File: src/rtl/exp_ro_pkg.sv
// Shared types and defaults for the exposure/readout frame sequencer.
//   state_t       : sequencer FSM states
//   ROW_W_DEFAULT : default width of the row address buses
//   CNT_W_DEFAULT : default width of the frame count / frame limit
package exp_ro_pkg;

  localparam int ROW_W_DEFAULT = 8;
  localparam int CNT_W_DEFAULT = 32;

  typedef enum logic [2:0] {
    IDLE     = 3'd0,
    EXPOSE   = 3'd1,
    READ     = 3'd2,
    READ_EXP = 3'd3,
    HOLD     = 3'd4
  } state_t;

endpackage

File: src/rtl/ro_done_detect.sv
// Readout-side status tracking for the frame sequencer.
//   CLK, rst_n  : clock, asynchronous active-low reset
//   ro_busy_i   : readout engine busy
//   ro_start_i  : sequencer's registered readout start pulse
//   ro_done_o   : one-cycle pulse, one cycle after ro_busy_i falls
//   exp_hold_o  : readout owns the ROWADD bus (busy, or started but not yet busy)
module ro_done_detect
  import exp_ro_pkg::*;
(
  input  logic CLK,
  input  logic rst_n,
  input  logic ro_busy_i,
  input  logic ro_start_i,
  output logic ro_done_o,
  output logic exp_hold_o
);

  logic busy_q;
  logic done_q;
  logic pend_q;
  logic hold_q;

  always_ff @(posedge CLK or negedge rst_n) begin
    if (!rst_n) begin
      busy_q <= 1'b0;
      done_q <= 1'b0;
      pend_q <= 1'b0;
      hold_q <= 1'b0;
    end else begin
      busy_q <= ro_busy_i;
      done_q <= busy_q & ~ro_busy_i;
      // Covers the gap between the start pulse and the engine raising busy,
      // so the bus never flips back to the exposure side in between.
      if (ro_start_i) begin
        pend_q <= 1'b1;
      end else if (ro_busy_i) begin
        pend_q <= 1'b0;
      end
      hold_q <= ro_busy_i | pend_q;
    end
  end

  assign ro_done_o  = done_q;
  assign exp_hold_o = hold_q;

endmodule

File: src/rtl/exp_ro_sequencer.sv
// Frame-level sequencer between the exposure engine and the readout engine.
// Issues exposure/readout triggers, arbitrates the shared ROWADD bus and
// counts completed frames, in sequential or overlapped mode.
//   CLK, rst_n          : clock, asynchronous active-low reset
//   start, stop         : acquisition start / graceful stop pulses
//   overlap_en          : overlapped mode, sampled at each exposure-complete
//   num_frames          : frames to acquire (0 = free-run until stop)
//   exp_done_i          : exposure complete pulse
//   ro_busy_i           : readout engine busy
//   rowadd_exp_i/ro_i   : row addresses from the two engines
//   exp_trigger_o       : start one exposure (pulse)
//   ro_start_o          : start one readout (pulse)
//   exp_hold_o          : readout owns the bus
//   ROWADD              : registered muxed row address
//   frame_cnt           : completed readouts since the last start (saturating)
//   busy, done, ovr_err : not idle / return-to-idle pulse / sticky overrun
module exp_ro_sequencer
  import exp_ro_pkg::*;
#(
  parameter int ROW_W = ROW_W_DEFAULT,
  parameter int CNT_W = CNT_W_DEFAULT
) (
  input  logic             CLK,
  input  logic             rst_n,
  input  logic             start,
  input  logic             stop,
  input  logic             overlap_en,
  input  logic [CNT_W-1:0] num_frames,
  input  logic             exp_done_i,
  input  logic             ro_busy_i,
  input  logic [ROW_W-1:0] rowadd_exp_i,
  input  logic [ROW_W-1:0] rowadd_ro_i,
  output logic             exp_trigger_o,
  output logic             ro_start_o,
  output logic             exp_hold_o,
  output logic [ROW_W-1:0] ROWADD,
  output logic [CNT_W-1:0] frame_cnt,
  output logic             busy,
  output logic             done,
  output logic             ovr_err
);

  state_t           state_q, state_d;
  logic             exp_trig_q, exp_trig_d;
  logic             ro_start_q, ro_start_d;
  logic             done_q, done_d;
  logic             cnt_inc, ovr_set, acq_clr;
  logic [CNT_W-1:0] frame_cnt_q, exp_issued_q;
  logic             stop_req_q, ovr_err_q;
  logic [ROW_W-1:0] rowadd_q;
  logic             ro_done, exp_hold;
  logic             more, ovl_more;

  ro_done_detect u_ro_done_detect (
    .CLK        (CLK),
    .rst_n      (rst_n),
    .ro_busy_i  (ro_busy_i),
    .ro_start_i (ro_start_q),
    .ro_done_o  (ro_done),
    .exp_hold_o (exp_hold)
  );

  // exp_issued counts the in-flight exposure too, so "more" answers whether
  // another exposure may be launched.
  assign more     = !stop_req_q && (num_frames == '0 || exp_issued_q < num_frames);
  assign ovl_more = overlap_en && more;

  always_ff @(posedge CLK or negedge rst_n) begin
    if (!rst_n) begin
      state_q      <= IDLE;
      exp_trig_q   <= 1'b0;
      ro_start_q   <= 1'b0;
      done_q       <= 1'b0;
      frame_cnt_q  <= '0;
      exp_issued_q <= '0;
      stop_req_q   <= 1'b0;
      ovr_err_q    <= 1'b0;
      rowadd_q     <= '0;
    end else begin
      state_q    <= state_d;
      exp_trig_q <= exp_trig_d;
      ro_start_q <= ro_start_d;
      done_q     <= done_d;
      rowadd_q   <= exp_hold ? rowadd_ro_i : rowadd_exp_i;

      if (acq_clr) begin
        frame_cnt_q  <= '0;
        exp_issued_q <= CNT_W'(1);   // start always launches the first exposure
        stop_req_q   <= 1'b0;
        ovr_err_q    <= 1'b0;
      end else begin
        if (cnt_inc && frame_cnt_q != '1) begin
          frame_cnt_q <= frame_cnt_q + CNT_W'(1);
        end
        if (exp_trig_d && exp_issued_q != '1) begin
          exp_issued_q <= exp_issued_q + CNT_W'(1);
        end
        if (stop && state_q != IDLE) begin
          stop_req_q <= 1'b1;
        end
      end
      if (ovr_set) begin
        ovr_err_q <= 1'b1;
      end
    end
  end

  always_comb begin
    state_d = state_q;
    unique case (state_q)
      IDLE:     if (start) state_d = EXPOSE;
      EXPOSE:   if (exp_done_i) state_d = ovl_more ? READ_EXP : READ;
      READ:     if (ro_done) state_d = more ? EXPOSE : IDLE;
      READ_EXP: begin
        if (ro_done && exp_done_i) state_d = ovl_more ? READ_EXP : READ;
        else if (ro_done)          state_d = EXPOSE;
        else if (exp_done_i)       state_d = HOLD;
      end
      HOLD:     if (ro_done) state_d = ovl_more ? READ_EXP : READ;
      default:  state_d = IDLE;
    endcase
  end

  // A finished exposure that cannot be read out yet parks in HOLD; any further
  // exposure result arriving with nowhere to go is flagged and dropped.
  always_comb begin
    exp_trig_d = 1'b0;
    ro_start_d = 1'b0;
    done_d     = 1'b0;
    cnt_inc    = 1'b0;
    ovr_set    = 1'b0;
    acq_clr    = 1'b0;
    unique case (state_q)
      IDLE: begin
        ovr_set = exp_done_i;
        if (start) begin
          acq_clr    = 1'b1;
          exp_trig_d = 1'b1;
        end
      end
      EXPOSE: begin
        if (exp_done_i) begin
          ro_start_d = 1'b1;
          exp_trig_d = ovl_more;
        end
      end
      READ: begin
        ovr_set = exp_done_i;
        if (ro_done) begin
          cnt_inc    = 1'b1;
          exp_trig_d = more;
          done_d     = !more;
        end
      end
      READ_EXP: begin
        if (ro_done) begin
          cnt_inc = 1'b1;
          if (exp_done_i) begin
            ro_start_d = 1'b1;
            exp_trig_d = ovl_more;
          end
        end
      end
      HOLD: begin
        ovr_set = exp_done_i;
        if (ro_done) begin
          cnt_inc    = 1'b1;
          ro_start_d = 1'b1;
          exp_trig_d = ovl_more;
        end
      end
      default: ;
    endcase
  end

  assign exp_trigger_o = exp_trig_q;
  assign ro_start_o    = ro_start_q;
  assign exp_hold_o    = exp_hold;
  assign ROWADD        = rowadd_q;
  assign frame_cnt     = frame_cnt_q;
  assign busy          = (state_q != IDLE);
  assign done          = done_q;
  assign ovr_err       = ovr_err_q;

endmodule

File: config.mk
export PLATFORM = sky130hd
export DESIGN_NAME = exp_ro_sequencer
export DESIGN_NICKNAME = d
export VERILOG_FILES = /design/src/rtl/exp_ro_pkg.sv /design/src/rtl/ro_done_detect.sv /design/src/rtl/exp_ro_sequencer.sv
export SDC_FILE = /design/constraint.sdc
export NUM_CORES = 1
export LEC_CHECK = 0
export ABC_AREA = 1
export BUFFER_PORTS_ARGS = -buffer_cell sky130_fd_sc_hd__buf_2
export CELL_PAD_IN_SITES_DETAIL_PLACEMENT = 0
export CELL_PAD_IN_SITES_GLOBAL_PLACEMENT = 1
export CORE_ASPECT_RATIO = 1.4
export CORE_UTILIZATION = 45
export CTS_CLUSTER_SIZE = 10
export DETAILED_ROUTE_END_ITERATION = 10
export GPL_TIMING_DRIVEN = 0
export PLACE_DENSITY = 0.95
export SLEW_MARGIN = 20
export SYNTH_ARGS = -nofsm -noshare
export SYNTH_HDL_FRONTEND = slang
export SYNTH_HIERARCHICAL = 1
export SYNTH_SLANG_ARGS = --single-unit
File: constraint.sdc
create_clock -name CLK -period 4.7 [get_ports CLK]
set_input_delay 0.235 -clock CLK [delete_from_list [all_inputs] [get_ports CLK]]
set_output_delay 0.235 -clock CLK [all_outputs]
set_load 0.1 [all_outputs]
**Yosys cells after proc, flatten, opt, wreduce, memory -nomap -nowiden**

Index checks and enable logic that the tools add are counted.

- $mul: 0
- Shift operators: 0
- Multiplexer cells: 36
- $add $sub $neg: 2
- $lt $le $gt $ge: 1
- Equality and inequality tests: 11
- Bitwise logic cells: 3
- Div/mod/pow operators: 0
- Reductions and logical operators: 20

Operator list:

| operator | number |
|---|---|
| 2-to-1 mux 32 bit | 4 |
| adder 32 x 1 -> 32 bit (second input constant) | 2 |
| != test 32 bit (second input constant) | 2 |
| logical NOT 32 bit | 1 |
| < comparator 32 bit | 1 |
| 2-to-1 mux 1 bit | 21 |
| 2-to-1 mux 3 bit | 7 |
| case mux 3 bit (5 select lines) | 1 |
| nonzero test 2 bit | 5 |
| 2-to-1 mux 8 bit | 1 |
| equality test 3 x 2 -> 1 bit (second input constant) | 2 |
| logical AND 1 bit | 6 |
| OR reduction 3 bit | 2 |
| case mux 1 bit (5 select lines) | 1 |
| AND reduction 5 bit | 1 |
| != test 2 x 1 -> 1 bit (second input constant) | 2 |
| != test 2 bit (second input constant) | 2 |
| != test 4 x 3 -> 1 bit (second input constant) | 1 |
| equality test 3 x 1 -> 1 bit (second input constant) | 1 |
| equality test 3 bit (second input constant) | 1 |
| logical NOT 3 bit | 1 |
| case mux 1 bit (3 select lines) | 1 |
| nonzero test 3 bit | 1 |
| logical NOT 1 bit | 2 |
| 4 further kinds | 4 |

- Bits in latches: 0
- Output and inout bits: 46
- Memory bits (read-only): 0
- Input port bits: 55
- Register bits: 84
- Memory bits (writable): 0
- Memories: 0
- Word-level logic and storage cells: 86

**Longest topological paths before layout**

Gate-level depths: netlist of run 1.

- Depth after elaboration: 10
- Mapped depth: 19
- Gate-level depth less buffers: 18

**Cells and area by module**

Netlist of run 1, hierarchy kept.

Modules (own cells, without submodules):

| module | instances | area an instance (µm²) | cells each | sequential area each (µm²) |
|---|---|---|---|---|
| exp_ro_sequencer | 1 | 5833.1 | 803 | 2001.9 |
| ro_done_detect | 1 | 128.9 | 11 | 100.1 |

**Worst setup path before layout of run 1**

No wires, ideal clock.

- Path kind: reg2reg
- Start: reg frame_cnt_q[1], in the netlist frame_cnt[1]
- End: reg frame_cnt_q[9], in the netlist frame_cnt[9]
- Setup slack: 2051 ps
- Cell stages (with the launch flop): 13
- Clock period less this slack: 2649 ps
- Data required time: 4577 ps
- Arrival time: 2526 ps
- Buffers on the path: 1
- Setup time: 123 ps
- Path through: dfrtp_1 -> ha_1 -> inv_1 -> nor3_2 -> nand2_1 -> nor2_1 -> nand2_1 -> nand2_1 -> buf_2 -> nor2_2 -> nand2_1 -> nor3_2 -> o221a_2

- Longest elaborated chain between the ends: 3
- Elaborated cells on any way between the ends: 6
- Those cells by class: add/sub: 1; eq/ne: 1; mux: 2; reduce/logical: 2

Ends and longest elaborated chain:

| what | line | source |
|---|---|---|
| from (decl) | exp_ro_sequencer.sv:48 | `logic [CNT_W-1:0] frame_cnt_q, exp_issued_q;` |
| from (signal assigned) | exp_ro_sequencer.sv:93 | `frame_cnt_q <= frame_cnt_q + CNT_W'(1);` |
| adder 32 x 1 -> 32 bit or != test 32 bit (tied branches) | exp_ro_sequencer.sv:93, exp_ro_sequencer.sv:92 |  |
| 2-to-1 mux 32 bit or logical AND 1 bit (tied branches) | exp_ro_sequencer.sv:92 | `if (cnt_inc && frame_cnt_q != '1) begin` |
| 2-to-1 mux 32 bit or nonzero test 2 bit (tied branches) | n/a |  |

Several ways; a longest one is shown, not always the timed one. The select of a mux whose other input is x is not followed.
A chain may end at the register's enable or synchronous reset.

**Worst setup path in the final report of run 1**

- Start: reg exp_issued_q[5]
- End: reg exp_issued_q[11]

- Longest elaborated chain between the ends: 9
- Elaborated cells on any way between the ends: 15
- Those cells by class: add/sub: 1; order compare: 1; eq/ne: 1; mux: 7; reduce/logical: 5

Ends and longest elaborated chain:

| what | line | source |
|---|---|---|
| from (decl) | exp_ro_sequencer.sv:48 |  |
| from (signal assigned) | exp_ro_sequencer.sv:96 | `exp_issued_q <= exp_issued_q + CNT_W'(1);` |
| < comparator 32 bit | exp_ro_sequencer.sv:65 | `assign more = !stop_req_q && (num_frames == '0 \|\| exp_issued_q < num_frames);` |
| logical OR 1 bit | exp_ro_sequencer.sv:65 |  |
| logical AND 1 bit | exp_ro_sequencer.sv:65 |  |
| logical AND 1 bit | exp_ro_sequencer.sv:66 | `assign ovl_more = overlap_en && more;` |
| 2-to-1 mux 1 bit | exp_ro_sequencer.sv:142, exp_ro_sequencer.sv:158 |  |
| 2-to-1 mux 1 bit | exp_ro_sequencer.sv:156 | `if (ro_done) begin` |
| case mux 1 bit (5 select lines) | exp_ro_sequencer.sv:133 | `unique case (state_q)` |
| logical AND 1 bit | exp_ro_sequencer.sv:95 | `if (exp_trig_d && exp_issued_q != '1) begin` |
| nonzero test 2 bit (no source line) | n/a |  |

Several ways; a longest one is shown, not always the timed one. The select of a mux whose other input is x is not followed.

==> results.py, run 1 <==
metrics = {
    "outcome": {
        "status": "finished clean",
    },
    "clocking": {
        "clkTransAtPathRegs_ns": 0.06,
        "htreeDepth": 3,
        "clock_latency_ns": 0.35,
        "cts_buffers": 9,
        "cts-root-buf": "clkbuf_16",
        "cts_resized": 0,
        "clk_path_buf_depth": 2,
        "cts_tree": "built",
        "clock-sinks": 84,
    },
    "flow_run": {
        "drv_cap": 0,
    },
    "logic_synthesis": {
        "ys_async_sr_fraction_pct": 100,
        "yosys_warnings": 6,
        "yosys.area.top_type": "dfrtp_1",
        "synth_seq_area_share_pct": 35.3,
        "synth.avg_cell_area_um2": 7.32,
        "synth_flop_cell": "dfrtp_1",
        "synthTopCellsByArea": "dfrtp_1 35%, nand2_1 12%, inv_1 7.6%",
        "ys_seq_elements": 84,
        "syn_area_um2": 5960,
        "synth_commonest_cells": "187 x nand2_1, 120 x inv_1, 84 x dfrtp_1",
        "synth_top_cell_area_share_pct": 35.3,
        "synth_enable_flop_cells": 0,
        "syn-num-nets": 902,
        "synth.most_common_cell": "nand2_1",
        "synthCells": 814,
        "synth_cell_types": 37,
    },
    "timing": {
        "slew_violations": 0,
        "tightest_slew_ns": 0.712,
        "slew_headroom_pct": 52.1,
        "clock.fmax_mhz": 363,
        "setup_tns_ns": 0,
        "finalHoldViolations": 0,
        "period_share_pct": 58.6,
        "grt_setup_unrepaired": "false",
        "fin_crit_ns": 2.75,
        "finalSetupViolCount": 0,
        "clock_skew_ns": 0.00694,
    },
    "route": {
        "wl_mm": 16.4,
        "ant_nets": 0,
        "post-route-drc-count": 0,
        "viasPerCell": 5.39,
        "vias": 5851,
        "drt-wirelength-per-cell_um": 15.1,
        "dr.pass1.iters": 5,
        "drt_iter0_drc": 253,
    },
    "floorplan": {
        "num_rows": 49,
        "die_h_um": 138,
        "die_area_um2": 13700,
        "floorplan.initialDensity_pct": 46.3,
        "core-area_um2": 12900,
        "fp.dieW_um": 99.3,
        "io_pins": 101,
    },
    "cells_and_area": {
        "fin_nets": 1015,
        "antenna_cells": 0,
        "fill_cells": 1342,
        "drive_above_1_share_pct": 16.3,
        "final_area_um2": 7060,
        "stdcell_count": 1085,
        "ff_latch_area_um2": 2100,
        "multiInputGateArea_um2": 3280,
        "area_delta_synth_final_pct": 18.4,
    },
    "grt": {
        "grt.overflow.total": 0,
        "grt_usage_pct": 25.2,
        "grt_pass1_vias": 5717,
        "antenna_found_initial": 0,
        "grt_pass1_wl_mm": 27.4,
        "grt_start_max_net_pins": 54,
    },
    "place": {
        "placed_cells": 1068,
        "gp_congestion": 0.950,
        "portBuffers": 100,
        "dpl_cell_area_um2": 6680,
        "hpwl_mm": 13.1,
    },
    "critical_path": {
        "criticalPathCategory": "reg2reg",
        "cp-end-kind": "flip-flop",
        "cp.arrival_ns": 3.04,
        "cp_max_fo": 10,
        "start_kind": "flip-flop",
        "required_ns": 4.99,
    },
    "power": {
        "total_power_mw": 2.69,
        "p_leak_nw": 3.56,
        "p_sw_mw": 1.11,
        "power_density_nw_per_um2": 381,
        "pwr-share-comb_pct": 36.2,
        "p_clk_share_pct": 32.6,
        "p_int_mw": 1.58,
        "switching_share_pct": 41.3,
        "ir_drop_mv": 0.211,
        "seqPwrFrac_pct": 31.1,
    },
    "hold_path": {
        "hp-class": "in2reg",
    },
}
[timing repair]
action,CTS,global route
hold endpoints to repair,31,0
hold buffers,1,0
buffers inserted,0,0
setup endpoints to repair,0,0
[flip-flops by register name (all words and copies together), names as in the netlist]
register and cells:
exp_trigger_o 1, ro_start_o 1, frame_cnt 32, ROWADD 8, u_ro_done_detect/ro_done_o 1, stop_req_q 1, done 1, u_ro_done_detect/busy_q 1
u_ro_done_detect/exp_hold_o 1, state_q 3, exp_issued_q 32, ovr_err 1, u_ro_done_detect/pend_q 1
[worst paths after layout]
path	from	cells past startpoint	to	slack, ns
worst max-delay path	exp_issued_q[5]	15	exp_issued_q[11]	1.95
worst min-delay path	ro_busy_i	1	u_ro_done_detect/busy_q	0.03
worst max register to register	exp_issued_q[5]	15	exp_issued_q[11]	1.95
worst min register to register	ro_start_o	2	u_ro_done_detect/pend_q	0.46
max in group asynchronous	rst_n	3	exp_trigger_o	3.72
min in group asynchronous	rst_n	2	frame_cnt[31]	0.37
[cells in the final DEF, fill, tap and decap left out, drive strengths merged, types with 3 or more instances in the layout]
| cell type | n |
|---|---|
| dfrtp | 84 |
| xnor2 | 20 |
| o21ai | 19 |
| nor4 | 23 |
| o21a | 4 |
| or2 | 3 |
| nand2 | 189 |
| mux2 | 8 |
| bufinv | 4 |
| nand4 | 48 |
| clkinv | 4 |
| inv | 122 |
| buf | 112 |
| nor3 | 43 |
| ha | 33 |
| xor2 | 23 |
| clkbuf | 21 |
| o31ai | 14 |
| nand3 | 53 |
| a21oi | 29 |
| nor2 | 68 |
[worst max-delay path: stages, from the launching register on]
cell      delay, ns
dfrtp_1        0.46
ha_1           0.32
a21oi_1        0.13
nor2_1         0.05
nor3_1         0.14
nand2_1        0.10
nand2_1        0.06
nand2_1        0.11
nand2_1        0.09
nand2_1        0.06
nand2_1        0.09
nand4_1        0.08
nand3_1        0.30
clkbuf_1       0.42
nand4_1        0.17
nand2_1        0.10
[through the flow]
| stage | worst slack, ns | hold WS, ns | utilization [%] |
|---|---|---|---|
| finish | 1.95 | 0.0305 | 54.8 |
| global route | 1.65 | 0.0266 | 54.8 |
| CTS | 1.93 | 0.0284 | 54.8 |
| detailed placement | 1.97 | 0.211 | 51.9 |
| global placement | 1.96 | 0.385 | 51.7 |
| floorplan | 2.05 | -0.0606 | - |
[layout make-up]
cell class / instances / share of cell area (%)
Tap cell: 153 / 2.71
Clock inverter: 7 / 1.97
Inverter: 123 / 6.54
Clock buffer: 9 / 3.19
Multi-Input combinational cell: 584 / 46.5
Timing Repair Buffer: 102 / 7.66
Buffer: 23 / 1.68
Sequential cell: 84 / 29.8
[power by group through the flow]
stage | clock [mW] | combinational (mW) | sequential, mW
4_1_cts | 0.892 | 0.981 | 0.838
3_3_place_gp | 0 | 0.966 | 0.849
3_5_place_dp | 0 | 0.978 | 0.851
5_1_grt | 0.919 | 1.06 | 0.844
6_report | 0.879 | 0.975 | 0.838
2_1_floorplan | 0 | 0.492 | 1.08
[metal layers]
layer  vias to the layer above  global-route usage (%)  share of wire [%]
met5                         -                       0                  0
met4                         0                    8.98                2.5
met3                        33                    4.20                4.5
met2                       177                    45.6                 53
met1                      2702                    29.7                 40
li1                       2939                       -                  -
[logic make-up after synthesis]
logic type,share of synthesized area (%)
XOR/XNOR,6.32
flip-flops,35.3
AO/OA/AOI/OAI,6.97
adder cells (fa/ha/maj),6.93
multiplexers,1.51
AND/OR/NAND/NOR,33.3
buffers and inverters,9.74
(Power assumes the default switching activity.)
==> run 2, diff against run 1 <==
--- a/config.mk
+++ b/config.mk
@@ -10,11 +10,11 @@
 export CELL_PAD_IN_SITES_DETAIL_PLACEMENT = 0
 export CELL_PAD_IN_SITES_GLOBAL_PLACEMENT = 1
 export CORE_ASPECT_RATIO = 1.4
-export CORE_UTILIZATION = 45
+export CORE_UTILIZATION = 41
 export CTS_CLUSTER_SIZE = 10
 export DETAILED_ROUTE_END_ITERATION = 10
 export GPL_TIMING_DRIVEN = 0
-export PLACE_DENSITY = 0.95
+export PLACE_DENSITY = 0.89
 export SLEW_MARGIN = 20
 export SYNTH_ARGS = -nofsm -noshare
 export SYNTH_HDL_FRONTEND = slang
==> constraint.sdc (replaced) <==
create_clock -name CLK -period 2.6 [get_ports CLK]
set_input_delay 0.13 -clock CLK [delete_from_list [all_inputs] [get_ports CLK]]
set_output_delay 0.13 -clock CLK [all_outputs]
set_load 0.1 [all_outputs]
==> results.py, run 2 (synthesis gave the netlist of run 1 again) <==
metrics = {
    "clocking": {
        "htreeDepth": 3,
        "cts_tree": "built",
        "cts_buffers": 9,
        "cts-root-buf": "clkbuf_16",
        "clock_latency_ns": 0.35,
        "clock-sinks": 84,
        "clkTransAtPathRegs_ns": 0.07,
        "clk_path_buf_depth": 2,
    },
    "power": {
        "p_sw_mw": 2.05,
        "seqPwrFrac_pct": 32.6,
        "switching_share_pct": 43.9,
        "power_density_nw_per_um2": 652,
        "ir_drop_mv": 0.610,
        "p_int_mw": 2.61,
        "p_leak_nw": 3.56,
        "pwr-share-comb_pct": 39.2,
        "p_clk_share_pct": 28.3,
    },
    "place": {
        "dpl_cell_area_um2": 6730,
        "hpwl_mm": 13.3,
        "placed_cells": 1100,
        "post-place-ws_ns": -0.156,
        "portBuffers": 100,
        "gp_congestion": 0.960,
    },
    "outcome": {
        "status": "finished clean",
    },
    "timing": {
        "finalSetupViolCount": 0,
        "tightest_slew_ns": 0.695,
        "fin_crit_ns": 2.46,
        "finalHoldViolations": 0,
        "period_share_pct": 94.6,
        "slew_violations": 0,
        "slew_headroom_pct": 53.2,
        "clock.fmax_mhz": 406,
        "clock_skew_ns": 0.0113,
        "finalWorstSetupSlack_ns": 0.140,
    },
    "floorplan": {
        "num_rows": 51,
        "die_h_um": 145,
        "die_area_um2": 15000,
        "fp.dieW_um": 104,
        "core-area_um2": 14000,
        "io_pins": 101,
        "floorplan.initialDensity_pct": 42.5,
    },
    "critical_path": {
        "criticalPathCategory": "reg2reg",
        "cp_max_fo": 10,
        "path_delay_family": "simple AND/OR/NAND/NOR gates",
        "crit_slowest_cell": "dfrtp_2",
        "start_kind": "flip-flop",
        "cp-end-kind": "flip-flop",
        "crit_buf_inv": 3,
        "required_ns": 2.83,
        "worst_path_largest_cell_delay_ns": 0.41,
        "cp.depth": 13,
        "worstPathCellList": "ha_1 > inv_1 > nor3_4 > nand3_2 > nor2_4 > inv_2 > nor3_2 > nand4_1 > nor3_2 > nand2_2 > buf_2 > nand4_1 > nand2_1",
        "reg2reg_depth": 13,
        "cp.arrival_ns": 2.69,
    },
    "cells_and_area": {
        "stdcell_count": 1122,
        "fin_nets": 1020,
        "area_delta_synth_final_pct": 19.9,
        "final_common_cell": "nand2_1",
        "final_area_um2": 7150,
        "final_cell_mix": "186 x nand2_1, 120 x inv_1, 105 x buf_2",
        "drive_above_1_share_pct": 18.9,
        "antenna_cells": 0,
    },
    "route": {
        "drt-wirelength-per-cell_um": 14.8,
        "ant_nets": 0,
        "wl_mm": 16.6,
        "viasPerCell": 5.22,
        "drt_iter0_drc": 298,
        "post-route-drc-count": 0,
        "vias": 5854,
        "dr.pass1.iters": 5,
    },
    "grt": {
        "grt_usage_pct": 23.2,
        "grt_start_max_net_pins": 54,
        "grt_pass1_vias": 5679,
        "antenna_found_initial": 0,
        "grt_pass1_wl_mm": 27.6,
        "grt.overflow.total": 0,
    },
    "hold_path": {
        "hp-class": "in2reg",
        "hold_path_depth": 2,
    },
    "flow_run": {
        "drv_cap": 0,
    },
}
[run 2: cell count changes in the layout (fill, tap and decap cells not counted), moves of 2 or more]
cell        change
dfrtp_1        -10
dfrtp_2        +10
buf_4           +7
bufinv_16       -3
clkbuf_1        -3
nor3_1          -3
buf_2           -2
clkinvlp_4      +2
nor2_1          -2
nor2_2          +2
nor3_2          +2
[run 2: path summary, 6_finish.rpt]
kind	start	endpoint	slack, ns
min	rowadd_ro_i[6]	ROWADD[6]	0.01
max reg2reg	exp_issued_q[1]	exp_issued_q[3]	0.14
max	exp_issued_q[1]	exp_issued_q[3]	0.14
min reg2reg	u_ro_done_detect/pend_q	u_ro_done_detect/exp_hold_o	0.46
min in group asynchronous	rst_n	frame_cnt[19]	0.28
max in group asynchronous	rst_n	exp_issued_q[22]	1.70
[run 2: worst reg2reg max path: stages (launching register included)]
cell,delay [ns]
dfrtp_2,0.41
ha_1,0.20
inv_1,0.11
nor3_4,0.20
nand3_2,0.20
nor2_4,0.22
inv_2,0.07
nor3_2,0.10
nand4_1,0.13
nor3_2,0.15
nand2_2,0.13
buf_2,0.22
nand4_1,0.13
nand2_1,0.08
[run 2: through the flow]
stage               util, %  setup TNS (ns)  total power, mW  hold slack [ns]
detailed placement     47.9           -2.63             3.31            0.115
global route           50.9         -0.0133             4.92          0.00600
floorplan                 -               0             2.85           -0.166
finish                 50.9               0             4.66           0.0146
CTS                    50.3               0             4.65          0.00251
global placement       47.7           -2.53             3.29            0.281
[run 2: what timing repair did]
action,in CTS,in global routing
hold buffers,2,0
pin swaps,0,5
resized for setup,3,28
endpoints found under the hold margin,33,0
setup endpoints to repair,20,43
buffers inserted,0,4
[run 2: area by class of cell]
cell class | instances | area [µm²]
Clock buffer | 9 | 225
Clock inverter | 7 | 76.3
Buffer | 23 | 133
Inverter | 123 | 462
Sequential cell | 84 | 2110
Multi-Input combinational cell | 584 | 3320
Timing Repair Buffer | 107 | 581
Fill cell | 1473 | 6890
Tap cell | 185 | 231
[run 2: routing by layer]
metal  part of all wire [%]  wire length (µm)  track usage [%]
met1                     42              7020             26.7
met2                     51              8550             43.5
met3                    3.6               592             3.45
met4                    2.7               456             8.87
met5                      0                 0                0
[run 2: power groups by stage]
stage / clock [mW] / sequential [mW] / combinational, mW
3_3_place_gp: 0 / 1.54 / 1.76
5_1_grt: 1.41 / 1.53 / 1.98
3_5_place_dp: 0 / 1.54 / 1.77
6_report: 1.32 / 1.52 / 1.82
2_1_floorplan: 0 / 1.96 / 0.889
4_1_cts: 1.36 / 1.51 / 1.78
==> run 3, diff against run 2 <==
--- a/config.mk
+++ b/config.mk
@@ -10,11 +10,11 @@
 export CELL_PAD_IN_SITES_DETAIL_PLACEMENT = 0
 export CELL_PAD_IN_SITES_GLOBAL_PLACEMENT = 1
 export CORE_ASPECT_RATIO = 1.4
-export CORE_UTILIZATION = 41
+export CORE_UTILIZATION = 45
 export CTS_CLUSTER_SIZE = 10
 export DETAILED_ROUTE_END_ITERATION = 10
 export GPL_TIMING_DRIVEN = 0
-export PLACE_DENSITY = 0.89
+export PLACE_DENSITY = 0.95
 export SLEW_MARGIN = 20
 export SYNTH_ARGS = -nofsm -noshare
 export SYNTH_HDL_FRONTEND = slang
==> constraint.sdc (replaced) <==
create_clock -name CLK -period 3 [get_ports CLK]
set_input_delay 0.15 -clock CLK [delete_from_list [all_inputs] [get_ports CLK]]
set_output_delay 0.15 -clock CLK [all_outputs]
set_load 0.1 [all_outputs]
==> results.py, run 3 (synthesis gave the netlist of run 1 again) <==
metrics = {
    "critical_path": {
        "required_ns": 3.29,
        "cp_max_fo": 10,
        "start_kind": "flip-flop",
        "cp.arrival_ns": 2.90,
        "criticalPathCategory": "reg2reg",
        "cp-end-kind": "flip-flop",
    },
    "route": {
        "post-route-drc-count": 0,
        "dr.pass1.iters": 5,
        "wl_mm": 16.5,
        "drt-wirelength-per-cell_um": 15.2,
        "vias": 5853,
        "drt_iter0_drc": 297,
        "ant_nets": 0,
        "viasPerCell": 5.39,
    },
    "power": {
        "p_leak_nw": 3.57,
        "p_clk_share_pct": 32.7,
        "power_density_nw_per_um2": 598,
        "pwr-share-comb_pct": 36.3,
        "p_int_mw": 2.48,
        "p_sw_mw": 1.75,
        "seqPwrFrac_pct": 31.1,
        "switching_share_pct": 41.3,
        "ir_drop_mv": 0.334,
    },
    "clocking": {
        "cts_buffers": 9,
        "clkTransAtPathRegs_ns": 0.06,
        "cts_tree": "built",
        "cts-root-buf": "clkbuf_16",
        "htreeDepth": 3,
        "clock-sinks": 84,
        "clock_latency_ns": 0.35,
        "cts_setup_buffers": 0,
        "clk_path_buf_depth": 2,
    },
    "grt": {
        "grt.overflow.total": 0,
        "grt_pass1_vias": 5717,
        "grt_usage_pct": 25.2,
        "grt_start_max_net_pins": 54,
        "antenna_found_initial": 0,
        "grt_pass1_wl_mm": 27.4,
    },
    "floorplan": {
        "fp.dieW_um": 99.3,
        "num_rows": 49,
        "die_area_um2": 13700,
        "die_h_um": 138,
        "io_pins": 101,
        "floorplan.initialDensity_pct": 46.3,
        "core-area_um2": 12900,
    },
    "timing": {
        "period_share_pct": 87.1,
        "fin_crit_ns": 2.61,
        "finalWorstSetupSlack_ns": 0.388,
        "slew_headroom_pct": 52.3,
        "finalHoldViolations": 0,
        "tightest_slew_ns": 0.710,
        "slew_violations": 0,
        "clock.fmax_mhz": 383,
        "grt_setup_unrepaired": "false",
        "finalSetupViolCount": 0,
        "setup_tns_ns": 0,
        "clock_skew_ns": 0.00667,
    },
    "cells_and_area": {
        "stdcell_count": 1086,
        "area_delta_synth_final_pct": 18.6,
        "fin_util_pct": 54.9,
        "antenna_cells": 0,
        "fin_nets": 1016,
        "final_common_cell": "nand2_1",
        "drive_above_1_share_pct": 16.5,
        "final_cell_mix": "187 x nand2_1, 120 x inv_1, 107 x buf_2",
    },
    "place": {
        "portBuffers": 100,
        "post-place-ws_ns": 0.268,
        "gp_congestion": 0.950,
        "hpwl_mm": 13.1,
        "placed_cells": 1068,
    },
    "hold_path": {
        "hp-class": "in2reg",
    },
    "flow_run": {
        "drv_cap": 0,
    },
    "outcome": {
        "status": "finished clean",
    },
}
==> run 3: cell count changes in the layout (fill, tap and decap cells not counted), sizes merged <==
cell,change
buf,-5
bufinv,+3
clkbuf,+1
clkinvlp,-2
inv,-1
==> run 3: critical path, stage by stage (launching register included) <==
cell	delay [ns]
dfrtp_1	0.47
ha_1	0.32
a21oi_1	0.13
nor2_1	0.05
nor3_1	0.14
nand2_1	0.10
nand2_1	0.06
nand2_1	0.11
nand2_1	0.09
nand2_1	0.07
nand2_1	0.09
nand4_1	0.08
nand3_1	0.30
clkbuf_2	0.31
nand4_1	0.13
nand2_1	0.10
==> run 3: per-stage QoR <==
| step | hold WS (ns) | power [mW] | area [µm²] |
|---|---|---|---|
| after detailed placement | 0.126 | 2.87 | 6680 |
| final | 0.0316 | 4.23 | 7070 |
| after CTS | 0.0287 | 4.25 | 7070 |
| after global placement | 0.300 | 2.84 | 6650 |
| after global routing | 0.0244 | 4.43 | 7070 |
| after floorplan | -0.146 | 2.47 | 5960 |
==> run 3: what timing repair did <==
action	in CTS	in global routing
endpoints found under the setup margin	0	12
gates resized for setup	0	4
endpoints found under the hold margin	33	0
hold buffers	2	0
==> run 3: power groups by stage <==
| stage | registers [mW] | logic [mW] | clock network [mW] |
|---|---|---|---|
| global route | 1.32 | 1.66 | 1.44 |
| global placement | 1.33 | 1.51 | 0 |
| detailed placement | 1.33 | 1.53 | 0 |
| CTS | 1.31 | 1.54 | 1.40 |
| floorplan | 1.70 | 0.770 | 0 |
| finish | 1.31 | 1.53 | 1.38 |
==> run 3: final cells by class <==
| type | instances | area [µm²] |
|---|---|---|
| Fill cell | 1342 | 5800 |
| Tap cell | 153 | 191 |
| Multi-Input combinational cell | 584 | 3280 |
| Buffer | 23 | 121 |
| Clock buffer | 9 | 225 |
| Clock inverter | 7 | 139 |
| Sequential cell | 84 | 2100 |
| Inverter | 123 | 462 |
| Timing Repair Buffer | 103 | 551 |
==> run 3: final timing paths <==
kind / cells after the start / to / start / slack [ns]
worst max-delay path: 15 / exp_issued_q[11] / exp_issued_q[5] / 0.39
worst min-delay path: 2 / ROWADD[5] / rowadd_exp_i[5] / 0.03
worst max register to register: 15 / exp_issued_q[11] / exp_issued_q[5] / 0.39
min in group asynchronous: 2 / frame_cnt[31] / rst_n / 0.28
max in group asynchronous: 3 / exp_trigger_o / rst_n / 2.11
worst min register to register: 2 / u_ro_done_detect/pend_q / ro_start_o / 0.46
==> run 3: layer usage <==
layer	up-vias	share of wire (%)	GRT usage [%]
met2	174	53	45.6
met4	0	2.6	8.98
met3	34	4.4	4.20
met5	-	0	0
li1	2937	-	-
met1	2708	40	29.7
